<file path="config.mk">
export PLATFORM = sky130hd
export DESIGN_NAME = uart_rx_deserializer
export DESIGN_NICKNAME = d
export VERILOG_FILES = /design/src/rtl/uart_rx_pkg.sv /design/src/rtl/uart_rx_sync.sv /design/src/rtl/uart_rx_deserializer.sv
export SDC_FILE = /design/constraint.sdc
export NUM_CORES = 1
export LEC_CHECK = 0
export CAP_MARGIN = 10
export CORE_UTILIZATION = 61
export CTS_CLUSTER_DIAMETER = 150
export DETAILED_ROUTE_END_ITERATION = 8
export DONT_BUFFER_PORTS = 1
export MAX_ROUTING_LAYER = met4
export PLACE_DENSITY = 0.73
export SYNTH_ARGS = -nofsm -noshare
export SYNTH_HDL_FRONTEND = slang
export SYNTH_HIERARCHICAL = 1
export SYNTH_SLANG_ARGS = --single-unit
</file>
<file path="constraint.sdc">
create_clock -name clk -period 2.1 [get_ports clk]
set_input_delay 0.525 -clock clk [delete_from_list [all_inputs] [get_ports clk]]
set_output_delay 0.525 -clock clk [all_outputs]
set_load 0.02 [all_outputs]
</file>
<file path="src/rtl/uart_rx_pkg.sv">
// rtl/uart_rx_pkg.sv - shared types and constants for the UART receive deserializer
//
// Purpose: state encoding, default line parameters, counter types and the
//          2-of-3 vote helper used by uart_rx_deserializer and uart_rx_sync.
// Ports:   none (package).
package uart_rx_pkg;

  typedef enum logic [2:0] {
    IDLE  = 3'd0,
    START = 3'd1,
    DATA  = 3'd2,
    STOP  = 3'd3,
    BREAK = 3'd4
  } uart_rx_state_e;

  localparam int unsigned DEFAULT_CLK_FREQ_HZ = 125_000_000;
  localparam int unsigned DEFAULT_BAUD_RATE   = 115_200;

  localparam int unsigned UART_DATA_BITS = 8;
  localparam int unsigned UART_CNT_W     = 11;
  localparam int unsigned UART_BIT_IDX_W = $clog2(UART_DATA_BITS);

  typedef logic [UART_CNT_W-1:0]     uart_cnt_t;
  typedef logic [UART_BIT_IDX_W-1:0] uart_bit_idx_t;
  typedef logic [UART_DATA_BITS-1:0] uart_byte_t;

  function automatic logic maj3(input logic a, input logic b, input logic c);
    return (a & b) | (a & c) | (b & c);
  endfunction

endpackage

</file>
<file path="src/rtl/uart_rx_sync.sv">
// rtl/uart_rx_sync.sv - two-flop synchronizer and falling-edge detector for uart_rx
//
// Purpose: brings the asynchronous serial line into the clk domain and flags
//          a 1 -> 0 transition of the synchronized line.
// Ports:
//   clk      in   system clock
//   rst      in   synchronous, active-high reset
//   uart_rx  in   asynchronous serial line, idle high
//   sync     out  synchronized line level (reset 1)
//   fall     out  high for one cycle when sync goes 1 -> 0 (reset 0)
module uart_rx_sync
  import uart_rx_pkg::*;
(
  input  logic clk,
  input  logic rst,
  input  logic uart_rx,
  output logic sync,
  output logic fall
);

  logic meta_q, meta_d;
  logic sync_q, sync_d;
  logic prev_q, prev_d;

  always_comb begin
    meta_d = uart_rx;
    sync_d = meta_q;
    prev_d = sync_q;
  end

  // All three flops reset to the idle line level so leaving reset never
  // looks like a start edge.
  always_ff @(posedge clk) begin
    if (rst) begin
      meta_q <= 1'b1;
      sync_q <= 1'b1;
      prev_q <= 1'b1;
    end else begin
      meta_q <= meta_d;
      sync_q <= sync_d;
      prev_q <= prev_d;
    end
  end

  assign sync = sync_q;
  assign fall = prev_q & ~sync_q;

endmodule

</file>
<file path="src/rtl/uart_rx_deserializer.sv">
// rtl/uart_rx_deserializer.sv - 8N1 UART receiver with single-entry valid/ready output
//
// Purpose: detects start bits on the synchronized line, samples each bit at
//          mid-bit, and hands completed bytes to a one-entry holding register.
//          Framing errors and overruns are reported as one-cycle pulses.
// Optional feature: define UART_RX_MAJORITY_VOTE_EN to take every sample as
//          the 2-of-3 majority of the line at counts N-2, N-1 and N.
// Ports:
//   clk          in   system clock
//   rst          in   synchronous, active-high reset
//   uart_rx      in   asynchronous serial line, idle high
//   rx_data      out  received byte (LSB first on the line)
//   rx_valid     out  rx_data holds an unconsumed byte
//   rx_ready     in   consumer takes the byte when rx_valid && rx_ready
//   rx_busy      out  receiver is not in IDLE
//   frame_error  out  one-cycle pulse: stop bit sampled low
//   overrun      out  one-cycle pulse: byte completed while holding register full
module uart_rx_deserializer
  import uart_rx_pkg::*;
#(
  parameter int unsigned CLK_FREQ_HZ = DEFAULT_CLK_FREQ_HZ,
  parameter int unsigned BAUD_RATE   = DEFAULT_BAUD_RATE
) (
  input  logic       clk,
  input  logic       rst,
  input  logic       uart_rx,
  output logic [7:0] rx_data,
  output logic       rx_valid,
  input  logic       rx_ready,
  output logic       rx_busy,
  output logic       frame_error,
  output logic       overrun
);

  localparam int unsigned BIT_CYCLES  = CLK_FREQ_HZ / BAUD_RATE;
  localparam int unsigned HALF_CYCLES = BIT_CYCLES / 2;

  localparam uart_cnt_t     BIT_LAST  = uart_cnt_t'(BIT_CYCLES - 1);
  localparam uart_cnt_t     HALF_LAST = uart_cnt_t'(HALF_CYCLES - 1);
  localparam uart_bit_idx_t LAST_BIT  = uart_bit_idx_t'(UART_DATA_BITS - 1);

  if (BIT_CYCLES < 16 || BIT_CYCLES > 2047) begin : g_bit_cycles_check
    $error("uart_rx_deserializer: BIT_CYCLES must be within 16..2047");
  end

  logic sync;
  logic fall;
  logic sample;

  uart_rx_sync u_sync (
    .clk     (clk),
    .rst     (rst),
    .uart_rx (uart_rx),
    .sync    (sync),
    .fall    (fall)
  );

`ifdef UART_RX_MAJORITY_VOTE_EN
  // Two cycles of line history; together with the current sync value this
  // gives the levels at counts N-2, N-1 and N at every decision point.
  logic [1:0] hist_q, hist_d;

  always_comb begin
    hist_d = {hist_q[0], sync};
  end

  always_ff @(posedge clk) begin
    if (rst) begin
      hist_q <= 2'b11;
    end else begin
      hist_q <= hist_d;
    end
  end

  assign sample = maj3(hist_q[1], hist_q[0], sync);
`else
  assign sample = sync;
`endif

  uart_rx_state_e state_q, state_d;
  uart_cnt_t      cnt_q, cnt_d;
  uart_bit_idx_t  bit_cnt_q, bit_cnt_d;
  uart_byte_t     shreg_q, shreg_d;
  uart_byte_t     rx_data_q, rx_data_d;
  logic           rx_valid_q, rx_valid_d;
  logic           frame_error_q, frame_error_d;
  logic           overrun_q, overrun_d;
  logic           deliver;

  // Receive FSM: counter runs freely inside START/DATA/STOP and is cleared
  // at every decision point, so each bit period is measured from the last.
  always_comb begin
    state_d       = state_q;
    cnt_d         = cnt_q + uart_cnt_t'(1);
    bit_cnt_d     = bit_cnt_q;
    shreg_d       = shreg_q;
    deliver       = 1'b0;
    frame_error_d = 1'b0;

    unique case (state_q)
      IDLE: begin
        cnt_d     = '0;
        bit_cnt_d = '0;
        if (fall) begin
          state_d = START;
        end
      end

      START: begin
        if (cnt_q == HALF_LAST) begin
          cnt_d = '0;
          // A line that is high again at mid-start was only a glitch.
          state_d = sample ? IDLE : DATA;
        end
      end

      DATA: begin
        if (cnt_q == BIT_LAST) begin
          cnt_d     = '0;
          shreg_d   = {sample, shreg_q[UART_DATA_BITS-1:1]};
          bit_cnt_d = bit_cnt_q + uart_bit_idx_t'(1);
          if (bit_cnt_q == LAST_BIT) begin
            state_d = STOP;
          end
        end
      end

      STOP: begin
        if (cnt_q == BIT_LAST) begin
          cnt_d = '0;
          if (sample) begin
            deliver = 1'b1;
            state_d = IDLE;
          end else begin
            frame_error_d = 1'b1;
            state_d       = BREAK;
          end
        end
      end

      BREAK: begin
        // Wait out a held-low line so it is not mistaken for a new start.
        cnt_d = '0;
        if (sync) begin
          state_d = IDLE;
        end
      end

      default: begin
        cnt_d   = '0;
        state_d = IDLE;
      end
    endcase
  end

  // Single-entry holding register. A delivery may refill the register in the
  // same cycle the consumer drains it; otherwise the new byte is dropped.
  always_comb begin
    rx_data_d  = rx_data_q;
    rx_valid_d = rx_valid_q & ~rx_ready;
    overrun_d  = 1'b0;

    if (deliver) begin
      if (!rx_valid_q || rx_ready) begin
        rx_data_d  = shreg_q;
        rx_valid_d = 1'b1;
      end else begin
        overrun_d = 1'b1;
      end
    end
  end

  always_ff @(posedge clk) begin
    if (rst) begin
      state_q       <= IDLE;
      cnt_q         <= '0;
      bit_cnt_q     <= '0;
      shreg_q       <= '0;
      rx_data_q     <= '0;
      rx_valid_q    <= 1'b0;
      frame_error_q <= 1'b0;
      overrun_q     <= 1'b0;
    end else begin
      state_q       <= state_d;
      cnt_q         <= cnt_d;
      bit_cnt_q     <= bit_cnt_d;
      shreg_q       <= shreg_d;
      rx_data_q     <= rx_data_d;
      rx_valid_q    <= rx_valid_d;
      frame_error_q <= frame_error_d;
      overrun_q     <= overrun_d;
    end
  end

  assign rx_data     = rx_data_q;
  assign rx_valid    = rx_valid_q;
  assign rx_busy     = (state_q != IDLE);
  assign frame_error = frame_error_q;
  assign overrun     = overrun_q;

endmodule

</file>
==> results of run 1 <==
## metrics by stage
stage          instance area [um^2]  utilization, %
5_1_grt                        1790            69.6
3_5_place_dp                   1730            67.4
6_report                       1790            69.6
4_1_cts                        1790            69.6
3_3_place_gp                   1730            67.4
2_1_floorplan                  1730               -
## registers in the layout, indices dropped and copies added, names as in the netlist
register	count
bit_cnt_q	3
cnt_q	11
frame_error	1
overrun	1
rx_data	8
rx_valid	1
shreg_q	8
state_q	3
u_sync/meta_q	1
u_sync/prev_q	1
u_sync/sync	1
## Yosys cell counts (all sizes together), types with 2 or more instances
library cell	count	share of area, %
and4b	2	1.2
nor3b	3	1.3
dfxtp	39	45
a21oi	12	3.5
o211ai	2	1.2
and4	2	1.0
xor2	4	2.0
nand4	5	1.8
nand3	6	1.7
mux2i	8	4.6
or2	3	1.1
nand2b	19	6.9
xnor2	5	2.5
buf	6	2.0
clkbuf	4	0.87
o21ai	3	0.87
ha	5	3.6
nor2	14	3.0
or3	2	0.72
nand2	26	5.6
inv	5	1.1
nor3	6	2.4
nor2b	5	1.8
## routing by layer
layer,up-vias,global-route usage [%]
li1,649,-
met1,574,27.6
met2,22,30.3
met3,8,5.15
met4,0,12.9
met5,-,-
## power by group
part	total, uW	internal [uW]	switching, uW
clock	383	155	228
sequential	749	743	5.76
combinational	20.7	11.5	9.16
## layout make-up
class,instances,area [um^2]
Timing Repair Buffer,2,15.0
Multi-Input combinational cell,140,878
Sequential cell,39,781
Clock inverter,1,5.00
Fill cell,228,781
Clock buffer,6,51.3
Inverter,5,18.8
Tap cell,30,37.5
## cells by family (layout without fill, tap and decap cells)
| kind of cell | Yosys count | count (layout) | synth area share (%) |
|---|---|---|---|
| flops | 39 | 39 | 45.2 |
| buf+inv | 15 | 14 | 3.98 |
| compound gates | 21 | 21 | 7.60 |
| fa+ha+maj | 5 | 5 | 3.62 |
| mux | 8 | 8 | 4.63 |
| xor+xnor | 9 | 9 | 4.56 |
| simple gates | 97 | 97 | 30.4 |
## path summary, 6_finish.rpt
kind	end	startpoint	slack [ns]	cells after the start
min	state_q[1]	rst	0.23	1
min reg2reg	u_sync/sync	u_sync/meta_q	0.43	1
max reg2reg	bit_cnt_q[0]	cnt_q[0]	0.42	6
max	rx_busy	state_q[0]	0.28	2
==> key figures, run 1 <==
Status
  • Status: complete, no violations

Route
  • Final wirelength: 2860 um
  • DR WL/cell: 12.8 um
  • Met3 WL post-DR: 112 um
  • Post-DR vias/cell: 5.62
  • Antenna-violating nets left: 0
  • Wl on met1: 1460 um
  • Met2 WL: 1210 um
  • Top layer in use: met4
  • Starting DRT DRC Count: 53
  • Vias: 1253
  • 1st-pass router iterations: 4
  • # DRC: 0

Timing
  • Hold slack: 0.233 ns
  • Setup ws final: 0.281 ns
  • TNS Setup: 0 ns
  • Period minus WS final: 1.82 ns
  • Final setup skew: 0.00697 ns
  • RSZ-0062 raised after global routing: no
  • Worst slew margin relative to its limit: 71.7%
  • Final period utilization: 86.6%
  • Worst slew pin tran: 0.424 ns
  • Hold Vio Cnt, Final: 0
  • Final Max Tran Viols: 0
  • Max frequency: 550 MHz
  • Final setup viols: 0

Setup path
  • Crit-path max FO: 11
  • Slowest cell on crit path: dfxtp_1
  • Critical path data arrival time: 1.29 ns
  • CP startpoint kind: register
  • Cell family with most CP delay: flip-flops
  • Crit path buf inv count: 0
  • Cells along the critical path: nor2_1, nand2_1
  • Max incr delay on CP: 0.54 ns
  • Critical path type: register to output port
  • CP endpoint kind: output port
  • Crit path required time: 1.57 ns

Floorplan
  • Starting density of the core: 67.3%
  • Die width: 55.2 um
  • Full die area: 3050 um^2
  • Placeable core area: 2570 um^2
  • Die height: 55.2 um
  • FP Rows: 18
  • IO Pins: 16

Synth
  • EDFF count, synth: 0
  • Post-synth design cell area: 1730 um^2
  • Syn Nets: 203
  • Sequential fraction of the synthesis area: 45.2%
  • Distinct cells, synth: 35
  • Synth Instances: 194
  • Synth Area per Inst: 8.91 um^2
  • Ys async rst share: 0%
  • Number of synthesis warnings: 6
  • Top FF cell, synth: dfxtp_1
  • Flops & latches, synth: 39

Cells and area
  • ANT cells: 0
  • Commonest non-fill, non-tap cell in the layout: dfxtp_1
  • Most frequent cells in the layout: 39 x dfxtp_1, 26 x nand2_1, 19 x nand2b_1
  • Finished Layout Cells: 223
  • Area added between synthesis and finish: 3.40%
  • Layout cells sized above 1: 6.22%
  • Fin nets: 202

Clock network
  • Hold buffer count at CTS: 0
  • CTS max path bufs: 2
  • # clock sinks: 39
  • Post-CTS Setup Inserts: 0
  • Register clock-pin slew on the reported worst setup and hold paths: 0.10 ns
  • Post_cts resized: 0
  • Clock latency at the later pin of the worst-skew pair: 0.34 ns
  • Htree depth: 2
  • Clock buffer count from CTS: 5
  • CTS root buffer: clkbuf_4
  • CTS tree: yes

Pwr
  • Total Power: 1150 uW
  • Worst VDD drop: 0.642 mV
  • Pleak: 0.000576 uW
  • Pwr per Cell Area: 645 nW/um^2

Hold path
  • HP Class: input port to register

Place
  • Dpl hpwl: 1990 um
  • Setup WS pre-CTS: 0.434 ns
  • Placer Congestion: 0.792
  • # placed instances: 216
  • Port bufs: 0

Run
  • # Max-Cap Violations: 0

Global route
  • Vias in the first global route: 1135
  • Initial antenna violation count: 0
  • Largest net degree at the start of global routing: 38
  • Tot GR Track Use: 21.4%
  • First-pass GRT wire length: 5000 um
  • Total grt overflow: 0
Note: power is estimated with default switching activity, not from simulation.
==> run 2, diff against run 1 <==
--- a/config.mk
+++ b/config.mk
@@ -12,7 +12,10 @@
 export DONT_BUFFER_PORTS = 1
 export MAX_ROUTING_LAYER = met4
 export PLACE_DENSITY = 0.73
+export RECOVER_POWER = 100
+export SLEW_MARGIN = 20
 export SYNTH_ARGS = -nofsm -noshare
 export SYNTH_HDL_FRONTEND = slang
 export SYNTH_HIERARCHICAL = 1
 export SYNTH_SLANG_ARGS = --single-unit
+export TNS_END_PERCENT = 20
==> run 2 against run 1 <==
Clock power is essentially flat. Largest power group unchanged. Clock skew is essentially flat. Maximum frequency shrank 0.16%. Non-clock buffer count is the same. Utilization shrank 0.49 points. Final area shrank 0.70%. First-iteration DRC count shrank 1.9%. Register-to-register slack lost 0.07 ns. Die area is the same. Combinational power is essentially flat. Global-route usage is the same. Clock-buffer cell count is the same.
==> key figures, run 2 (synthesis gave the netlist of run 1 again) <==
Timing
  • TNS Setup: 0 ns (unchanged)
  • Setup ws final: 0.278 ns (was 0.281 ns)
  • Hold slack: 0.239 ns (was 0.233 ns)
  • Final period utilization: 86.8% (was 86.6%)
  • Worst slew margin relative to its limit: 70.9% (was 71.7%)
  • Final setup skew: 0.00695 ns (was 0.00697 ns)
  • RSZ-0062 raised after global routing: no (unchanged)
  • Final Max Tran Viols: 0 (unchanged)
  • Worst slew pin tran: 0.435 ns (was 0.424 ns)
  • Hold Vio Cnt, Final: 0 (unchanged)
  • Period minus WS final: 1.82 ns (about the same)
  • Max frequency: 549 MHz (was 550 MHz)
  • Final setup viols: 0 (unchanged)

Clock network
  • Htree depth: 2 (unchanged)
  • Register clock-pin slew on the reported worst setup and hold paths: 0.10 ns (about the same)
  • Hold buffer count at CTS: 0 (unchanged)
  • Clock latency at the later pin of the worst-skew pair: 0.34 ns (about the same)
  • CTS max path bufs: 2 (unchanged)
  • Post_cts resized: 0 (unchanged)
  • Clock buffer count from CTS: 5 (unchanged)
  • CTS tree: yes (unchanged)
  • Post-CTS Setup Inserts: 0 (unchanged)
  • # clock sinks: 39 (unchanged)
  • CTS root buffer: clkbuf_4 (unchanged)

Place
  • Placer Congestion: 0.792 (unchanged)
  • Setup WS pre-CTS: 0.434 ns (unchanged)
  • Dpl hpwl: 1990 um (unchanged)
  • Port bufs: 0 (unchanged)
  • Cell area after placement: 1730 um^2 (unchanged)

Status
  • Status: complete, no violations (unchanged)

Cells and area
  • Fin nets: 202 (unchanged)
  • Final Util: 69.1% (was 69.6%)
  • Layout cells sized above 1: 5.18% (was 6.22%)
  • ANT cells: 0 (unchanged)
  • Commonest non-fill, non-tap cell in the layout: dfxtp_1 (unchanged)
  • Post-route cell area: 1770 um^2 (was 1790 um^2)
  • Largest register FFs: 11 (unchanged)
  • Most frequent cells in the layout: 39 x dfxtp_1, 26 x nand2_1, 19 x nand2b_1 (unchanged)
  • Area added between synthesis and finish: 2.68% (was 3.40%)
  • Largest register by flop count: cnt_q (unchanged)

Setup path
  • Cells along the critical path: nor2_1, nand2_1 (unchanged)
  • Crit path required time: 1.57 ns (about the same)
  • Crit-path max FO: 11 (unchanged)
  • CP endpoint kind: output port (unchanged)
  • Critical path data arrival time: 1.30 ns (was 1.29 ns)
  • Max incr delay on CP: 0.54 ns (about the same)
  • Slowest cell on crit path: dfxtp_1 (unchanged)
  • CP startpoint kind: register (unchanged)
  • Critical path type: register to output port (unchanged)

Global route
  • Tot GR Track Use: 21.4% (unchanged)
  • First-pass GRT wire length: 5000 um (unchanged)
  • Total grt overflow: 0 (unchanged)
  • Largest net degree at the start of global routing: 38 (unchanged)
  • Vias in the first global route: 1135 (unchanged)
  • Initial antenna violation count: 0 (unchanged)

Route
  • Vias: 1269 (was 1253)
  • 1st-pass router iterations: 4 (unchanged)
  • Antenna-violating nets left: 0 (unchanged)
  • Final wirelength: 2890 um (was 2860 um)
  • Starting DRT DRC Count: 52 (was 53)
  • # DRC: 0 (unchanged)
  • DR WL/cell: 13.0 um (was 12.8 um)
  • Post-DR vias/cell: 5.69 (was 5.62)

Floorplan
  • Starting density of the core: 67.3% (unchanged)
  • IO Pins: 16 (unchanged)
  • FP Rows: 18 (unchanged)
  • Die height: 55.2 um (unchanged)
  • Full die area: 3050 um^2 (unchanged)
  • Die width: 55.2 um (unchanged)
  • Placeable core area: 2570 um^2 (unchanged)

Hold path
  • HP Class: input port to register (unchanged)

Pwr
  • Worst VDD drop: 0.642 mV (about the same)
  • Pleak: 0.000574 uW (was 0.000576 uW)
  • Pwr per Cell Area: 650 nW/um^2 (was 645 nW/um^2)

Run
  • # Max-Cap Violations: 0 (unchanged)
==> run 2: changes by cell type in the layout (fill, tap and decap cells not counted) <==
| cell | change |
|---|---|
| a211oi_1 | +1 |
| a211oi_2 | -1 |
| buf_4 | -1 |
| clkbuf_2 | +1 |
| o211ai_1 | +1 |
| o211ai_2 | -1 |
==> run 2: worst paths after layout <==
kind                  from           to  slack, ns  cells after the start
min                    rst   state_q[0]       0.24                      1
min reg2reg  u_sync/meta_q  u_sync/sync       0.43                      1
max             state_q[0]      rx_busy       0.28                      2
max reg2reg       cnt_q[0]   rx_data[4]       0.35                      7
==> run 2: per-layer routing <==
layer	up-vias	part of all wire, %	GRT usage (%)
li1	649	-	-
met3	8	4.1	5.15
met1	586	51	27.6
met5	-	0	-
met4	0	2.7	12.9
met2	26	42	30.3
==> run 2: layout make-up <==
class                           instances  area [um^2]
Clock inverter                          1         5.00
Sequential cell                        39          781
Timing Repair Buffer                    2         12.5
Multi-Input combinational cell        140          868
Tap cell                               30         37.5
Fill cell                             231          793
Clock buffer                            6         51.3
Inverter                                5         18.8
==> run 2: stage by stage <==
| step | total power (uW) | std cells |
|---|---|---|
| 2_1_floorplan | 788 | 194 |
| 3_5_place_dp | 787 | 216 |
| 3_3_place_gp | 786 | 216 |
| 4_1_cts | 1170 | 223 |
| 6_report | 1150 | 223 |
| 5_1_grt | 1200 | 223 |
==> run 2: worst max-delay path: cells and delay by family, from the launching register on <==
kind          cells  cell delay [ns]
flops             1             0.54
simple gates      2             0.42
==> run 2: power breakdown <==
part | internal (uW) | total [uW] | switching, uW
combinational | 11.5 | 20.7 | 9.17
clock | 155 | 383 | 228
sequential | 743 | 749 | 5.76
total | 910 | 1150 | 243
==> run 3, diff against run 2 <==
--- a/config.mk
+++ b/config.mk
@@ -5,13 +5,12 @@
 export SDC_FILE = /design/constraint.sdc
 export NUM_CORES = 1
 export LEC_CHECK = 0
-export CAP_MARGIN = 10
 export CORE_UTILIZATION = 61
 export CTS_CLUSTER_DIAMETER = 150
 export DETAILED_ROUTE_END_ITERATION = 8
 export DONT_BUFFER_PORTS = 1
 export MAX_ROUTING_LAYER = met4
-export PLACE_DENSITY = 0.73
+export PLACE_DENSITY = 0.88
 export RECOVER_POWER = 100
 export SLEW_MARGIN = 20
 export SYNTH_ARGS = -nofsm -noshare
==> run 3 against run 2 <==
Clock skew increased by 0.0013 ns. Setup slack improved by 0.0049 ns. Flip-flop and latch count unchanged. Final cell count increased by 0.45%. Die area unchanged. Clock-buffer cell count unchanged. Critical endpoint unchanged.
==> key figures, run 3 (synthesis gave the netlist of run 1 again) <==
Hold path
  • Hold_sp: rst (unchanged)
  • Min-Delay Path Depth: 1 (unchanged)
  • HP Class: input port to register (unchanged)
  • Hold endpoint: bit_cnt_q[2] (was state_q[0])

Cells and area
  • Commonest non-fill, non-tap cell in the layout: dfxtp_1 (unchanged)
  • Layout cells sized above 1: 5.15% (was 5.18%)
  • Most frequent cells in the layout: 39 x dfxtp_1, 26 x nand2_1, 19 x nand2b_1 (unchanged)
  • Largest register by flop count: cnt_q (unchanged)
  • ANT cells: 0 (unchanged)
  • Area added between synthesis and finish: 5.29% (was 2.68%)
  • Final Util: 70.9% (was 69.1%)
  • Fin nets: 202 (unchanged)
  • Largest register FFs: 11 (unchanged)

Global route
  • Initial antenna violation count: 0 (unchanged)
  • Largest net degree at the start of global routing: 38 (unchanged)
  • First-pass GRT wire length: 5080 um (was 5000 um)
  • Tot GR Track Use: 21.4% (about the same)
  • Total grt overflow: 0 (unchanged)
  • Vias in the first global route: 1185 (was 1135)

Clock network
  • Hold buffer count at CTS: 0 (unchanged)
  • # clock sinks: 39 (unchanged)
  • Register clock-pin slew on the reported worst setup and hold paths: 0.12 ns (was 0.10 ns)
  • CTS root buffer: clkbuf_4 (unchanged)
  • Post-CTS Setup Inserts: 0 (unchanged)
  • Clock buffer count from CTS: 5 (unchanged)
  • CTS max path bufs: 2 (unchanged)
  • Post_cts resized: 0 (unchanged)
  • Clock latency at the later pin of the worst-skew pair: 0.35 ns (was 0.34 ns)
  • CTS tree: yes (unchanged)
  • Htree depth: 2 (unchanged)

Route
  • DR WL/cell: 13.3 um (was 13.0 um)
  • Final wirelength: 2980 um (was 2890 um)
  • Antenna-violating nets left: 0 (unchanged)
  • Vias: 1278 (was 1269)
  • 1st-pass router iterations: 4 (unchanged)
  • Starting DRT DRC Count: 42 (was 52)
  • # DRC: 0 (unchanged)
  • Post-DR vias/cell: 5.71 (was 5.69)

Status
  • Status: complete, no violations (unchanged)

Setup path
  • Critical path type: register to output port (unchanged)
  • Critical path data arrival time: 1.29 ns (was 1.30 ns)
  • Max incr delay on CP: 0.53 ns (was 0.54 ns)
  • Crit-path max FO: 11 (unchanged)
  • Crit path buf inv count: 0 (unchanged)
  • Slowest cell on crit path: dfxtp_1 (unchanged)
  • Crit path required time: 1.57 ns (about the same)
  • CP startpoint kind: register (unchanged)
  • CP endpoint kind: output port (unchanged)
  • Worst r2r path cells: 5 (was 7)
  • R2R setup slack: 0.34 ns (was 0.35 ns)
  • Cells along the critical path: nor2_1, nand2_1 (unchanged)
  • Cell family with most CP delay: flip-flops (unchanged)
  • Worst R2R Start: cnt_q[0] (unchanged)
  • Worst R2R End: state_q[1] (was rx_data[4])

Pwr
  • Pwr per Cell Area: 762 nW/um^2 (was 650 nW/um^2)
  • Worst VDD drop: 0.833 mV (was 0.642 mV)
  • Pleak: 0.000592 uW (was 0.000574 uW)

Timing
  • Period minus WS final: 1.82 ns (about the same)
  • Worst slew pin tran: 0.441 ns (was 0.435 ns)
  • Final setup viols: 0 (unchanged)
  • Hold Vio Cnt, Final: 0 (unchanged)
  • Worst slew margin relative to its limit: 70.5% (was 70.9%)
  • RSZ-0062 raised after global routing: no (unchanged)
  • Hold slack: 0.223 ns (was 0.239 ns)
  • Final Max Tran Viols: 0 (unchanged)
  • Max frequency: 550 MHz (was 549 MHz)
  • Final period utilization: 86.5% (was 86.8%)
  • TNS Setup: 0 ns (unchanged)
  • Final setup skew: 0.00824 ns (was 0.00695 ns)

Floorplan
  • Placeable core area: 2570 um^2 (unchanged)
  • Full die area: 3050 um^2 (unchanged)
  • Starting density of the core: 67.3% (unchanged)
  • IO Pins: 16 (unchanged)
  • Die width: 55.2 um (unchanged)
  • Die height: 55.2 um (unchanged)
  • FP Rows: 18 (unchanged)

Place
  • Placer Congestion: 0.807 (was 0.792)
  • Port bufs: 0 (unchanged)
  • Dpl hpwl: 2080 um (was 1990 um)

Run
  • # Max-Cap Violations: 0 (unchanged)
## run 3: cell types whose count changed in the layout (fill, tap and decap cells not counted)
cell       change
bufinv_16      +2
clkbuf_1       +1
clkbuf_8       -1
clkinv_2       -1
## run 3: area by class of cell
cell class	count	area, um^2
Sequential cell	39	781
Timing Repair Buffer	2	12.5
Clock buffer	6	41.3
Multi-Input combinational cell	140	868
Fill cell	192	748
Clock inverter	2	60.1
Inverter	5	18.8
Tap cell	30	37.5
## run 3: worst max-delay path by stage
stage / start / endpoint / depth (start not counted)
6_report: state_q[0] / rx_busy / 2
5_1_grt: cnt_q[0] / rx_data[1] / 7
4_1_cts: state_q[0] / rx_busy / 2
3_5_place_dp: cnt_q[0] / shreg_q[4] / 6
3_3_place_gp: cnt_q[0] / state_q[1] / 5
2_1_floorplan: cnt_q[0] / state_q[1] / 5
## run 3: report_power, final
part / internal [uW] / switching [uW]
clock network: 371 / 246
logic: 11.6 / 9.10
registers: 743 / 5.73
total: 1130 / 260
## run 3: routing by layer
| layer | share of wire [%] | up-vias | track usage, % | wire length [um] |
|---|---|---|---|---|
| met1 | 47 | 588 | 25.7 | 1390 |
| met4 | 2.0 | 0 | 10.7 | 59 |
| li1 | - | 653 | - | - |
| met3 | 4.9 | 7 | 5.85 | 145 |
| met2 | 46 | 30 | 33.0 | 1380 |
| met5 | 0 | - | - | 0 |
## run 3: stage by stage
stage | area [um^2] | power, uW | cells | setup WS (ns)
floorplan | 1730 | 788 | 194 | 0.588
global placement | 1730 | 785 | 216 | 0.517
detailed placement | 1730 | 786 | 216 | 0.432
CTS | 1830 | 1390 | 224 | 0.289
global route | 1820 | 1430 | 224 | 0.168
finish | 1820 | 1390 | 224 | 0.283
